[src/rtl/fir_pkg.sv]
// Shared types and the output scaling/clipping helper for the band FIR engine.
package fir_pkg;

  typedef enum logic {IDLE = 1'b0, MAC = 1'b1} state_t;

  typedef struct packed {
    logic signed [63:0] val;
    logic               clip;
  } sat_res_t;

  // Works at a fixed 64-bit width so one helper serves every DATA_W/ACC_W choice.
  function automatic sat_res_t sat_shift(input logic signed [63:0] acc,
                                         input int unsigned shift,
                                         input int unsigned dw);
    logic signed [63:0] sh, hi, lo;
    sat_res_t r;
    sh     = acc >>> shift;
    hi     = (64'sd1 <<< (dw - 1)) - 64'sd1;
    lo     = -(64'sd1 <<< (dw - 1));
    r.clip = (sh > hi) || (sh < lo);
    r.val  = (sh > hi) ? hi : (sh < lo) ? lo : sh;
    return r;
  endfunction

endpackage

[src/rtl/fir_mac_lane.sv]
// One channel: full-precision multiply, accumulate, then shift/clip into a held output register.
module fir_mac_lane
  import fir_pkg::*;
#(
  parameter int DATA_W  = 16,
  parameter int COEFF_W = 16,
  parameter int ACC_W   = 42,
  parameter int SHIFT   = 15
)(
  input  logic                      clk,
  input  logic                      rst,
  input  logic                      i_clr,
  input  logic                      i_en,
  input  logic                      i_cap,
  input  logic signed [DATA_W-1:0]  i_smpl,
  input  logic signed [COEFF_W-1:0] i_coeff,
  output logic [DATA_W-1:0]         o_smpl,
  output logic                      o_sat
);

  logic signed [DATA_W+COEFF_W-1:0] w_prod;
  logic signed [ACC_W-1:0]          r_acc;
  logic [DATA_W-1:0]                r_out;
  logic                             r_sat;
  sat_res_t                         w_res;
  logic                             w_unused;

  assign w_prod   = i_smpl * i_coeff;
  assign w_res    = sat_shift(64'(r_acc), SHIFT, DATA_W);
  assign w_unused = ^w_res.val[63:DATA_W];

  always_ff @(posedge clk) begin
    if (rst) begin
      r_acc <= '0;
      r_out <= '0;
      r_sat <= 1'b0;
    end else begin
      if (i_clr)     r_acc <= '0;
      else if (i_en) r_acc <= r_acc + ACC_W'(w_prod);
      if (i_cap) begin
        r_out <= w_res.val[DATA_W-1:0];
        r_sat <= w_res.clip;
      end
    end
  end

  assign o_smpl = r_out;
  assign o_sat  = r_sat;

endmodule

[src/rtl/fir_band_mac.sv]
// Multi-channel FIR MAC for one equalizer band: burst sequencing, ROM addressing, tap guard.
module fir_band_mac
  import fir_pkg::*;
#(
  parameter  int NUM_TAPS = 1023,
  parameter  int NUM_CH   = 2,
  parameter  int DATA_W   = 16,
  parameter  int COEFF_W  = 16,
  parameter  int SHIFT    = COEFF_W - 1,
  localparam int ADDR_W   = (NUM_TAPS > 1) ? $clog2(NUM_TAPS) : 1,
  localparam int ACC_W    = DATA_W + COEFF_W + ADDR_W
)(
  input  logic                     clk,
  input  logic                     rst,
  input  logic                     sequencing,
  input  logic [NUM_CH*DATA_W-1:0] smpl_in,
  output logic [ADDR_W-1:0]        coeff_addr,
  input  logic [COEFF_W-1:0]       coeff_in,
  output logic [NUM_CH*DATA_W-1:0] smpl_out,
  output logic                     vld,
  output logic [NUM_CH-1:0]        sat,
  output logic                     tap_ovr
);

  localparam int CNT_W = ADDR_W + 1;

  state_t            r_state;
  logic [ADDR_W-1:0] r_addr;
  logic [CNT_W-1:0]  r_cnt;
  logic              r_vld;
  logic              r_tap_ovr;
  logic              w_clr, w_en, w_cap;

  assign w_clr = (r_state == IDLE) && sequencing;
  assign w_en  = (r_state == MAC) && sequencing && (r_cnt < CNT_W'(NUM_TAPS));
  assign w_cap = (r_state == MAC) && !sequencing;

  // The ROM answers one clock late, so the address runs one ahead of the MAC
  // cycle: the priming edge already steps it to 1.
  always_ff @(posedge clk) begin
    if (rst) begin
      r_state   <= IDLE;
      r_addr    <= '0;
      r_cnt     <= '0;
      r_vld     <= 1'b0;
      r_tap_ovr <= 1'b0;
    end else begin
      r_vld <= 1'b0;
      case (r_state)
        IDLE: if (sequencing) begin
          r_state   <= MAC;
          r_cnt     <= '0;
          r_tap_ovr <= 1'b0;
          r_addr    <= (NUM_TAPS > 1) ? ADDR_W'(1) : '0;
        end
        MAC: if (sequencing) begin
          if (r_cnt < CNT_W'(NUM_TAPS)) r_cnt     <= r_cnt + 1'b1;
          else                          r_tap_ovr <= 1'b1;
          if (r_addr != ADDR_W'(NUM_TAPS - 1)) r_addr <= r_addr + 1'b1;
        end else begin
          r_state <= IDLE;
          r_vld   <= 1'b1;
          r_addr  <= '0;
        end
      endcase
    end
  end

  for (genvar k = 0; k < NUM_CH; k++) begin : g_lane
    fir_mac_lane #(
      .DATA_W (DATA_W),
      .COEFF_W(COEFF_W),
      .ACC_W  (ACC_W),
      .SHIFT  (SHIFT)
    ) u_lane (
      .clk    (clk),
      .rst    (rst),
      .i_clr  (w_clr),
      .i_en   (w_en),
      .i_cap  (w_cap),
      .i_smpl (smpl_in[k*DATA_W +: DATA_W]),
      .i_coeff(coeff_in),
      .o_smpl (smpl_out[k*DATA_W +: DATA_W]),
      .o_sat  (sat[k])
    );
  end

  assign coeff_addr = r_addr;
  assign vld        = r_vld;
  assign tap_ovr    = r_tap_ovr;

endmodule

[config.mk]
export PLATFORM = sky130hd
export DESIGN_NAME = fir_band_mac
export DESIGN_NICKNAME = d
export VERILOG_FILES = /design/src/rtl/fir_pkg.sv /design/src/rtl/fir_mac_lane.sv /design/src/rtl/fir_band_mac.sv
export SDC_FILE = /design/constraint.sdc
export NUM_CORES = 2
export LEC_CHECK = 0
export BUFFER_PORTS_ARGS = -buffer_cell sky130_fd_sc_hd__buf_2
export CAP_MARGIN = 20
export CORE_MARGIN = 4
export CORE_UTILIZATION = 65
export CTS_CLUSTER_SIZE = 16
export DETAILED_ROUTE_END_ITERATION = 16
export MAX_ROUTING_LAYER = met4
export PLACE_DENSITY = 0.83
export SKIP_CTS_REPAIR_TIMING = 1
export SLEW_MARGIN = 20
export SYNTH_ARGS = -nofsm -noshare
export SYNTH_HDL_FRONTEND = slang
export SYNTH_SLANG_ARGS = --single-unit
[constraint.sdc]
create_clock -name clk -period 7.8 [get_ports clk]
set_input_delay 0.78 -clock clk [delete_from_list [all_inputs] [get_ports clk]]
set_output_delay 0.78 -clock clk [all_outputs]
set_load 0.01 [all_outputs]
======== After elaboration in Yosys (flattened, before gate mapping) ========
Cells that the tools add are included.
operators by class
  add/subtract/negate cells ............... 4
  multiply operators ...................... 2
  magnitude comparators ................... 5
  equality and inequality tests ........... 6
  mux-type cells .......................... 18
  bitwise operators ....................... 1
  reduce and logical (&&, ||, !) cells .... 12
operators with widths
  cell                                                             count
  adder 42 x 32 -> 42 bit                                          2
  multiplier 16 x 16 -> 32 bit                                     2
  2-to-1 mux 16 bit                                                4
  greater-than comparator 27 x 16 -> 1 bit, second input constant  2
  < comparator 27 x 16 -> 1 bit, second input constant             2
  2-to-1 mux 11 bit                                                3
  2-to-1 mux 10 bit                                                3
  one-hot mux 11 bit (2 select lines)                              1
  one-hot mux 10 bit (2 select lines)                              1
  adder 11 x 1 -> 11 bit, second input constant                    1
  < comparator 11 x 10 -> 1 bit, second input constant             1
  adder 10 x 1 -> 10 bit, second input constant                    1
  inequality test 10 bit, second input constant                    1
  inequality test 2 bit, second input constant                     3
  AND reduction 3 bit                                              2
  2-to-1 mux 1 bit                                                 5
  logical AND 1 bit                                                4
  OR reduction 2 bit                                               2
  inequality test 3 x 2 -> 1 bit, second input constant            1
  logical OR 1 bit                                                 2
  inequality test 2 x 1 -> 1 bit, second input constant            1
  one-hot mux 1 bit (2 select lines)                               1
  AND reduction 2 bit                                              1
  logical NOT 1 bit                                                1
  inverter 1 bit                                                   1
word-level totals
  flip-flop bits (word level) ............. 142
  input port bits ......................... 51
  word-level logic and storage cells ...... 59

======== Logic depth before layout (Yosys ltp) ========
  word-level depth ........................ 4
  gate-level depth with buffers ........... 25
  depth with buffers taken out ............ 24

======== Modules after synthesis ========
Synthesis repeated with hierarchy kept, for this count alone.
unflattened totals
  cells, all modules ...................... 3456
  area total of the unflattened synthesis .. 31281.3 um2
modules (own cells, without submodules)
  module                            instances  cells each  area each (um2)  sequential area each (um2)
  fir_mac_lane at g_lane[1].u_lane  1          1648        15008.1          1181.1
  fir_mac_lane at g_lane[0].u_lane  1          1656        14993.1          1181.1
  fir_band_mac                      1          152         1280.0           480.5

======== Worst setup path before layout ========
Ideal clock, no wire load.
  path type ............................... input port to flip-flop
  start ................................... input coeff_in[1]
  end ..................................... register g_lane[1].u_lane.r_acc[41]
  arrival ................................. 6.815 ns
  required time ........................... 7.681 ns
  slack ................................... 0.866 ns
  stages .................................. 25
  buffers on the path ..................... 1
  cells stage by stage .................... clkbuf_1 > nand2_1 > inv_1 > fa_1 > inv_1 > fa_1 > inv_1 > fa_1 > inv_1 > fa_1 > inv_1 > fa_1 > inv_1 > fa_1 > inv_1 > ha_1 > nand3_1 > nor2_1 > and3_1 > and4_1 > a221o_1 > a311oi_1 > a21oi_1 > xnor2_1 > o21ai_1
between the ends
  word-level cells in the longest chain between the ends .. 2
ends and longest elaborated chain
  what                          RTL line            text
  start, declared               fir_band_mac.sv:18  input logic [COEFF_W-1:0] coeff_in,
  multiplier 16 x 16 -> 32 bit  fir_mac_lane.sv:28  assign w_prod = i_smpl * i_coeff;
  adder 42 x 32 -> 42 bit       fir_mac_lane.sv:39  else if (i_en) r_acc <= r_acc + ACC_W'(w_prod);
  end signal, assigned          fir_mac_lane.sv:39
  end, declared                 fir_mac_lane.sv:22  logic signed [ACC_W-1:0] r_acc;
No other way between the ends.
A chain may end at the register's enable or synchronous reset.

======== Worst setup path in the final report ========
Ends and elaborated chain as after synthesis.

==> impl_results.md <==
- Residual DRC: 0
- Yosys warning count: 0
- Cell area after synthesis: 0.03043 sq mm
- WL met3: 4.707 mm
- Num rows: 79
- Period utilization: 91.38%
- Adder-Cell Fraction of Synth Area: 54.39%
- Mean routed wirelength per cell: 17.54 um
- Fin. max-slew vios: 0
- Mux contribution to synthesized area: 0%
- Worst min path class: flop to flop
- Global-route wire length before repair: 120.6 mm
- Xor and xnor area share after synthesis: 2.274%
- Setup TNS: 0 ns
- Initial antenna violation count: 5
- Minimum clock period: 7.128 ns
- Worst Setup Slack, final: 0.6724 ns
- GRT Residual Overflow: 0
- DRT met1 WL: 26.74 mm
- # setup viols final: 0
- CP delay by family, top: adder cells
- Via count: 22,902
- Top_reg_cell synth: dfxtp_1
- Clock Skews: 0.01357 ns
- Vias in the first global route: 24,945
- Synth Area in Compound Gates: 8.048%
- Worst Setup Slack post-DPL: 0.2881 ns
- Fin cells: 4,022
- GRT Total Usage: 30.79%
- Largest family of logic cells by synthesized area: adder cells
- Post-synth EDFFs: 0
- DP Wirelength: 56.43 mm
- Post-synth top area cell: fa_1
- Worst Path Required: 8.15 ns
- Critical path startpoint category: input port
- CP bufs+invs: 8
- Worst EP arrival: 7.48 ns
- RSZ-0062 raised after global routing: false
- DR top layer: met4
- Yosys reg bits: 142
- Global placement routability congestion: 0.9233
- Worst slew pin tran: 0.9782 ns
- Post-Route WL: 70.56 mm
- CTS tree: built
- Crit path capture type: flop
- Cell count after synthesis: 3,383
- H-tree depth: 4
- Share of the synthesized area in the top cell type: 44.48%
- DR pass1 iterations: 6
- IO Pins: 97
- Max stage delay on crit path: 0.68 ns
- Max_slew headroom: 34.63%
- Largest fanout on the critical path: 22
- Die Width: 224.4 um
- Post-DRT Antenna Nets: 0
- Clk sinks: 142
- Largest cells by area after synthesis: fa_1 (44%), ha_1 (9.9%), inv_1 (9.9%)
- First-iteration detailed-routing DRC count: 1,542
- Core ar.: 0.04646 sq mm
- Fraction of layout cells with a size suffix above 1: 5.252%
- Most common cell on crit path: inv_1
- Synth Area in Simple Gates: 14.36%
- Max Cap Violations: 0
- Sequential-to-total area share from yosys stat: 9.343%
- CTS Buffer Depth: 2
- Critical path's slowest cell: fa_1
- Initial Utilization: 65.49%
- Fin. Hold Viols: 0
- Die Height: 224.4 um
- CTS buffer count: 17
- Status: completed
- Crit path kind: input port to flop
- IO Port Bufs: 96
- Max Fclk: 0.1403 GHz
- Die area: 0.05034 sq mm
- Mapped Avg Cell Area: 8.994 sq um
- Placed cell count: 3,983
- Worst-Skew Late Latency: 0.49 ns
- Area Growth Syn to Fin: 5.185%
- Layout Nets: 4,364
- Ys async rst share: 0%
- WL met2: 36.66 mm
- Routed vias/inst: 5.694
- CTS clk-pin slew, worst paths: 0.06 ns
- Post-Syn Nets: 4,351
- Largest net degree at the start of global routing: 82
- Clk root buf: clkbuf_16
- Synth cell types: 68
## layout make-up
cell class	instances	area [sq um]
Sequential cell	142	2843
Timing Repair Buffer	131	755.7
Clock buffer	20	446.7
Inverter	800	3003
Fill cell	3596	14450
Multi-Input combinational cell	2304	24070
Tap cell	607	759.5
Antenna cell	7	17.52
Clock inverter	11	106.4
## worst register-to-register path: cells and delay by family (launching register included)
family | cells | cell delay, ns
AND/OR/NAND/NOR | 2 | 0.83
buffers and inverters | 4 | 0.26
XOR/XNOR | 1 | 0.14
AO/OA/AOI/OAI | 6 | 1.11
adder cells (fa/ha/maj) | 6 | 2.92
flip-flops | 1 | 0.44
## cells in the mapped netlist (5+ instances only)
| cell | n |
|---|---|
| a211oi_1 | 11 |
| a21o_1 | 43 |
| a21oi_1 | 164 |
| a221oi_1 | 5 |
| a31oi_1 | 18 |
| and2_1 | 237 |
| and3_1 | 17 |
| buf_1 | 6 |
| clkbuf_1 | 129 |
| dfxtp_1 | 142 |
| fa_1 | 676 |
| ha_1 | 241 |
| inv_1 | 800 |
| nand2_1 | 424 |
| nand2b_1 | 15 |
| nand3_1 | 37 |
| nand3b_1 | 8 |
| nand4_1 | 23 |
| nor2_1 | 89 |
| nor2b_1 | 16 |
| nor3_1 | 7 |
| o21a_1 | 9 |
| o21ai_0 | 59 |
| o21ai_1 | 34 |
| o21bai_1 | 8 |
| or3_1 | 9 |
| or4_1 | 7 |
| xnor2_1 | 49 |
| xor2_1 | 30 |
## layout by cell type (no fill, tap or decap), drive strengths merged, types with 5 or more instances in the layout
cell type	count
a221oi	6
xnor2	49
nand3	37
fa	676
or3	9
a21oi	165
nand2b	15
diode	7
nor3	7
a21o	43
inv	804
nand2	424
o31ai	5
xor2	30
nor2	89
ha	241
or2	7
a211oi	12
and3	17
o21ai	93
a31oi	18
nand4	23
dfxtp	142
buf	131
o21a	9
nor2b	16
clkbuf	20
nand3b	8
or4	7
and2	237
o21bai	8
## per-stage QoR
step,util (%),instance area (sq um),hold slack [ns]
final,68.89,32000,0.4520
after global routing,68.88,32000,0.4676
after CTS,68.80,31960,0.4546
after detailed placement,67.61,31410,0.4447
after global placement,67.61,31410,0.4399
after floorplan,-,30430,0.4298
## state kept, by name, summed over array words and instances, names as in the netlist
| name | flops |
|---|---|
| g_lane.u_lane.o_sat | 2 |
| r_cnt | 11 |
| g_lane.u_lane.r_acc | 84 |
| vld | 1 |
| tap_ovr | 1 |
| g_lane.u_lane.o_smpl | 32 |
| r_state | 1 |
| coeff_addr | 10 |
## per-layer routing
| layer | vias to the layer above | GRT usage, % |
|---|---|---|
| li1 | 10228 | - |
| met1 | 11674 | 37.42 |
| met2 | 816 | 52.30 |
| met3 | 184 | 5.312 |
| met4 | 0 | 11.09 |
| met5 | - | - |
## path summary, 6_finish.rpt
kind / from / end / slack, ns / cells past startpoint
min reg2reg: g_lane[1].u_lane.o_smpl[10]$_SDFFE_PP0P_ / g_lane[1].u_lane.o_smpl[10]$_SDFFE_PP0P_ / 0.45 / 2
max reg2reg: g_lane[1].u_lane.r_acc[15]$_SDFFE_PP0P_ / g_lane[1].u_lane.r_acc[34]$_SDFFE_PP0P_ / 1.98 / 19
max: coeff_in[1] / g_lane[1].u_lane.r_acc[41]$_SDFFE_PP0P_ / 0.67 / 25
min: g_lane[1].u_lane.o_smpl[10]$_SDFFE_PP0P_ / g_lane[1].u_lane.o_smpl[10]$_SDFFE_PP0P_ / 0.45 / 2
## kinds of logic after synthesis
logic type,count (synthesis)
buf+inv,937
fa+ha+maj,917
simple gates,907
compound gates,401
flops,142
xor+xnor,79
Power is not shown: default switching activity piles up to over one toggle a cycle in this logic, so the estimate is an artifact.
